File: src/rtl/pkt_pad_seq.sv
// pkt_pad_seq: streaming message padder.
//
// Passes a message of W-bit words straight through, then appends one pad
// word (MSB set), as many zero words as needed, and one length word (the
// message length in bits) so the whole output is a multiple of BLK words.
//
// Handshake: a word moves on a port exactly when its valid and ready are
// both high on a rising clk edge (in_valid & in_ready, out_valid &
// out_ready). Valid never waits on ready. Nothing in the block changes
// state unless an output word moves.
//
// Ports:
//   clk, rst            clock (rising edge), synchronous active-high reset
//   in_data/in_valid/   message word stream from the source; in_last marks
//   in_last/in_ready    the final word of a message
//   out_data/out_kind/  padded stream to the sink; out_kind is 0=data,
//   out_valid/out_last/ 1=pad, 2=zero, 3=length; out_last marks the
//   out_ready           length word
//   dbg_state           current sequencer state, for observation only
module pkt_pad_seq #(
  parameter int W   = 64,
  parameter int BLK = 8
) (
  input  logic         clk,
  input  logic         rst,
  input  logic [W-1:0] in_data,
  input  logic         in_valid,
  input  logic         in_last,
  output logic         in_ready,
  output logic [W-1:0] out_data,
  output logic [1:0]   out_kind,
  output logic         out_valid,
  output logic         out_last,
  input  logic         out_ready,
  output logic [1:0]   dbg_state
);

  localparam int PW = $clog2(BLK);

  localparam logic [PW-1:0] POS_LAST   = PW'(BLK - 1);
  localparam logic [PW-1:0] POS_PENULT = PW'(BLK - 2);
  localparam logic [W-1:0]  WORD_BITS  = W'(W);
  localparam logic [W-1:0]  PAD_WORD   = {1'b1, {(W-1){1'b0}}};

  typedef enum logic [1:0] {
    S_DATA = 2'd0,
    S_PAD  = 2'd1,
    S_ZERO = 2'd2,
    S_LEN  = 2'd3
  } state_t;

  state_t        state_q, state_d;
  logic [PW-1:0] pos_q, pos_d;
  logic [W-1:0]  bitlen_q, bitlen_d;

  logic          out_xfer;
  logic [PW-1:0] pos_inc;

  // Explicit wrap so non-power-of-two BLK also works.
  assign pos_inc = (pos_q == POS_LAST) ? '0 : pos_q + 1'b1;

  // Output decode and next-state logic. DATA is a zero-latency
  // pass-through, so the outputs depend on state and on the live inputs.
  always_comb begin
    in_ready  = 1'b0;
    out_valid = 1'b1;
    out_data  = '0;
    out_kind  = 2'd0;
    out_last  = 1'b0;
    state_d   = state_q;
    pos_d     = pos_q;
    bitlen_d  = bitlen_q;

    case (state_q)
      S_DATA: begin
        in_ready  = out_ready;
        out_valid = in_valid;
        out_data  = in_data;
        out_kind  = 2'd0;
      end
      S_PAD: begin
        out_data = PAD_WORD;
        out_kind = 2'd1;
      end
      S_ZERO: begin
        out_data = '0;
        out_kind = 2'd2;
      end
      S_LEN: begin
        out_data = bitlen_q;
        out_kind = 2'd3;
        out_last = 1'b1;
      end
      default: ;
    endcase

    out_xfer = out_valid & out_ready;

    if (out_xfer) begin
      case (state_q)
        S_DATA: begin
          bitlen_d = bitlen_q + WORD_BITS;   // wraps modulo 2^W
          pos_d    = pos_inc;
          if (in_last) state_d = S_PAD;
        end
        S_PAD: begin
          pos_d = pos_inc;
          // Pad in the last slot still goes to ZERO: a whole extra block
          // is needed to carry the length word.
          state_d = (pos_q == POS_PENULT) ? S_LEN : S_ZERO;
        end
        S_ZERO: begin
          pos_d = pos_inc;
          if (pos_q == POS_PENULT) state_d = S_LEN;
        end
        S_LEN: begin
          pos_d    = '0;
          bitlen_d = '0;
          state_d  = S_DATA;
        end
        default: ;
      endcase
    end
  end

  always_ff @(posedge clk) begin
    if (rst) begin
      state_q  <= S_DATA;
      pos_q    <= '0;
      bitlen_q <= '0;
    end else begin
      state_q  <= state_d;
      pos_q    <= pos_d;
      bitlen_q <= bitlen_d;
    end
  end

  assign dbg_state = state_q;

endmodule

File: config.mk
export PLATFORM = sky130hd
export DESIGN_NAME = pkt_pad_seq
export DESIGN_NICKNAME = d
export VERILOG_FILES = /design/src/rtl/pkt_pad_seq.sv
export SDC_FILE = /design/constraint.sdc
export NUM_CORES = 1
export LEC_CHECK = 0
export BUFFER_PORTS_ARGS = -buffer_cell sky130_fd_sc_hd__buf_2
export CORE_UTILIZATION = 51
export CTS_CLUSTER_DIAMETER = 100
export DETAILED_ROUTE_END_ITERATION = 8
export GPL_ROUTABILITY_DRIVEN = 0
export PLACE_DENSITY = 0.89
export SLEW_MARGIN = 20
export SYNTH_ARGS = -nofsm -noshare
export SYNTH_HDL_FRONTEND = slang
export SYNTH_SLANG_ARGS = --single-unit
File: constraint.sdc
create_clock -name clk -period 2.7 [get_ports clk]
set_input_delay 0.675 -clock clk [delete_from_list [all_inputs] [get_ports clk]]
set_output_delay 0.675 -clock clk [all_outputs]
set_load 0.05 [all_outputs]
Word-level counts from Yosys, hierarchy flattened
Index checks and enable logic that the tools add are counted.
{"block": "totals", "output_inout_bits": 71, "reg_bits": 69}
{"block": "classes", "bitwise_logic": 1, "n_eq_ne": 7, "n_mux": 12, "addsub": 2, "n_reduce_logical": 5}
{"op": "$pmux W64 S4", "count": 1}
{"op": "$pmux W64 S2", "count": 1}
{"op": "$add A64 B7 Y64 const B", "count": 1}
{"op": "$pmux W2 S4", "count": 2}
{"op": "$eq A3 B3 Y1 const B", "count": 2}
{"op": "$pmux W3 S2", "count": 1}
{"op": "$eq A2 B2 Y1 const B", "count": 2}
{"op": "$mux W1", "count": 4}
{"op": "$mux W2", "count": 2}
{"op": "$ne A2 B2 Y1 const B", "count": 2}
{"op": "$add A3 B1 Y3 const B", "count": 1}
{"op": "$mux W3", "count": 1}
{"op": "$reduce_and A3 Y1", "count": 1}
{"op": "$reduce_or A3 Y1", "count": 1}
{"op": "$eq A2 B1 Y1 const B", "count": 1}
{"op": "$logic_not A2 Y1", "count": 1}
{"op": "$reduce_and A2 Y1", "count": 1}
{"op": "$reduce_bool A2 Y1", "count": 1}
{"op": "$and A1 B1 Y1", "count": 1}

Depth between registers and ports, before layout
{"block": "depth", "depth_word": 4, "mapped_depth": 10}

Worst setup path after synthesis
Ideal clock, no wire load.
{"block": "synth_path", "path_type": "reg-to-output", "from": "reg state_q[1] (netlist: dbg_state[1])", "to": "out out_data[63]", "arrival_time_ns": 3.068, "path_buffers": 2, "setup_slack_ns": -1.043, "stages_incl_launch_ff": 6, "path_cell_list": "dfxtp_1 -> ha_1 -> clkbuf_1 -> clkbuf_1 -> a21oi_1 -> o21ai_0"}
{"block": "synth_between", "elab_chain_len": 2}
{"element": "start, declared", "line": "52", "source": "state_t state_q, state_d;"}
{"element": "start signal, assigned", "line": "132", "source": "state_q <= state_d;"}
{"element": "$eq A2 B2 Y1 (tied with other cells)", "line": "74", "source": "case (state_q)"}
{"element": "$pmux W64 S4 (*)", "line": "74"}
{"element": "end, declared", "line": "30", "source": "output logic [W-1:0] out_data,"}
Mark *: on every way between the ends. The rest lies on a longest branch, timed or not.

Worst setup path in the final report
{"block": "layout_path", "from": "reg state_q[0] (netlist: dbg_state[0])", "to": "out out_data[63]"}
Same word-level chain as after synthesis.

==> run_results.csv <==
group,metric,value,unit
run_status,status,"finished clean",
detailed_routing,vias_per_cell,5.79,
timing,max-slew-margin-rel,59.6,%
synthesis,synth_seq_cells,63,
timing,fin_crit,2620,ps
power,leakagePower,2.12,nW
synthesis,avgSynthCellArea,6.97,sq um
power,seq_power_share,36.0,%
timing,finalCritPeriodShare,97.1,%
setup_path,worstPathArrival,1950,ps
power,sw_frac_of_total,38.5,%
timing,tightestPinTransition,601,ps
timing,finalHoldViolations,0,
synthesis,synth_top_cell_by_area,"dfxtp_1",
synthesis,yosysUniqueCellTypes,42,
place,dpl.hpwl,8.69,mm
timing,setup_viol,0,
synthesis,synth.most_common_cell,"nand2_1",
die,num_rows,32,
detailed_routing,drt-total-wl,11.8,mm
synthesis,async_reset_ff_share,0,%
detailed_routing,dr.pass1.iters,5,
timing,hold_ws,514,ps
detailed_routing,wl_per_cell,14.5,microns
detailed_routing,first_iter_violations,305,
global_routing,grt_pass1_wl,19.8,mm
power,power.switching,1.01,mW
cts,cts_hold_buf,0,
synthesis,yosysWarnings,0,
global_routing,gr-total-overflow,0,
timing,fin_skew,9.17,ps
setup_path,crit_fanout,28,
die,die_h,91.0,microns
cts,clock_latency,350,ps
layout,diodes,0,
detailed_routing,vias,4712,
power,internal_power,1.61,mW
synthesis,ys_seq_area_share,31.2,%
die,fp.coreArea,7690,sq um
cts,clk_path_buf_depth,2,
cts,post_cts_resized,0,
synthesis,synth_compound_area_share,16.8,%
power,ir_drop,0.000269,V
layout,seqCellArea,1260,sq um
synthesis,yosys.area_share.simple,38.3,%
layout,fin_cells,814,
global_routing,grt.total_usage,28.9,%
global_routing,grt_pass1_vias,4486,
synthesis,synth_area_leaders,"dfxtp_1, nand2_1, o21ai_0",
power,clkPwrFrac,31.0,%
hold_path,worstHoldPathType,"reg2reg",
place,place_inst,798,
detailed_routing,route.detailed.drc,0,
layout,final_cell_area,5550,sq um
setup_path,crit_type,"reg2out",
global_routing,antenna_found_initial,0,
cts,clock-sinks,63,
timing,rsz0062_at_grt,"no",
setup_path,startpoint_type,"flip-flop",
flow_run,maxCapViolations,0,
die,num_io_pins,140,
power,pwr-share-comb,33.0,%
global_routing,grt_max_degree,56,
place,dpl-instance-area,5360,sq um
die,die_w,91.0,microns
cts,cts_tree,"built",
setup_path,end_kind,"output port",
synthesis,muxShareOfSynthArea,0.495,%
layout,drive_gt1_share,34.4,%
cts,h-tree-depth,3,
synthesis,synth_edf_count,0,
synthesis,synth_top_family_by_area,"simple AND/OR/NAND/NOR gates",
cts,cts_root_buf,"clkbuf_8",
timing,max_freq,0.381,GHz
cts,postCtsSetupBuffers,0,
synthesis,synth_fa_ha_area_share,2.78,%
detailed_routing,ant_nets,0,
layout,final_net_count,785,
die,initial_core_util,52.6,%
synthesis,synth_nets,658,
place,port_buffers,139,
power,total_power,2.62,mW
synthesis,ys.flop_type,"dfxtp_1",
layout,area_growth_syn_to_layout,37.2,%
synthesis,synth-xor-area-share,5.63,%
synthesis,ys_top_cells_by_count,"nand2_1, o21ai_0, dfxtp_1",
synthesis,yosysTopAreaCellShare,31.2,%
setup_path,critPathRequiredTime,2030,ps
die,die-area,8290,sq um
timing,slew_violations,0,
cts,clk_pin_slew,70,ps
layout,fillCellCount,598,
layout,multi_input_area,3130,sq um
power,power_density,472,nW/um^2
synthesis,synthCells,580,
cts,cts_buffers,9,
synthesis,syn_area,4040,sq um
-- metrics by stage --
step                worst slack, ps  TNS [ps]  utilization [%]
finish                         78.6         0             72.2
global route                   6.47         0             72.2
floorplan                     -52.4     -1120                -
CTS                            76.6         0             72.2
global placement                389         0             69.7
detailed placement              317         0             69.7
-- power groups by stage --
stage / combinational, mW / clock [mW] / sequential, mW
CTS: 0.867 / 0.815 / 0.944
global route: 0.909 / 0.857 / 0.945
floorplan: 0.672 / 0 / 0.970
finish: 0.865 / 0.812 / 0.945
global placement: 0.845 / 0 / 0.964
detailed placement: 0.864 / 0 / 0.965
-- area by class of cell --
cell class / instances / share of cell area (%)
multi-input cells: 472 / 56.3
repair buffers: 149 / 14.3
well taps: 102 / 2.30
flip-flops and latches: 63 / 22.8
inverters: 12 / 0.812
clock buffers: 12 / 2.62
clock inverters: 4 / 0.812
-- state kept, by name, indices dropped and copies added (netlist names) --
name       flops
pos_q          3
bitlen_q      58
dbg_state      2
-- path summary, 6_finish.rpt --
kind                            cells past startpoint      endpoint    startpoint  slack (ps)
worst max register to register                      7  bitlen_q[54]  dbg_state[0]         280
worst min register to register                      2  bitlen_q[58]  bitlen_q[58]         510
worst min-delay path                                2  bitlen_q[58]  bitlen_q[58]         510
worst max-delay path                                6  out_data[63]  dbg_state[0]          80
-- cell usage in the layout, fill, tap and decap left out, types with 7 or more instances in the layout --
master / synthesis / layout
buf_2: 1 / 139
nand2_1: 138 / 138
dfxtp_1: 63 / 61
o21ai_4: 0 / 40
nor2_1: 40 / 39
a21oi_1: 36 / 36
o21ai_0: 81 / 23
or3_1: 21 / 21
nand4_1: 20 / 20
o21ai_2: 0 / 18
xnor2_1: 17 / 17
nand3_1: 16 / 16
inv_1: 12 / 12
or4_1: 11 / 11
nor3_1: 10 / 10
and2_1: 10 / 10
clkbuf_8: 1 / 10
xor2_1: 9 / 9
o31ai_1: 9 / 9
buf_4: 1 / 8
ha_1: 9 / 7
-- cells by family after synthesis --
family / count (synthesis)
buffers and inverters: 45
AND/OR/NAND/NOR: 306
AO/OA/AOI/OAI: 129
flip-flops: 63
adder cells (fa/ha/maj): 9
multiplexers: 2
XOR/XNOR: 26
-- worst max-delay path, cell delays in order (launching register included) --
cell	delay, ps
dfxtp_2	350
inv_1	140
ha_4	200
buf_4	360
nand2_1	180
o21ai_4	100
buf_2	280
-- layer usage --
| layer | vias up | wire length [microns] | GRT usage, % |
|---|---|---|---|
| met4 | 0 | 381 | 14.6 |
| met2 | 224 | 5870 | 52.7 |
| met1 | 2162 | 4800 | 32.8 |
| met3 | 36 | 764 | 3.94 |
| li1 | 2290 | - | - |
| met5 | - | 0 | 0 |
Note: power is estimated with default switching activity, not from simulation.
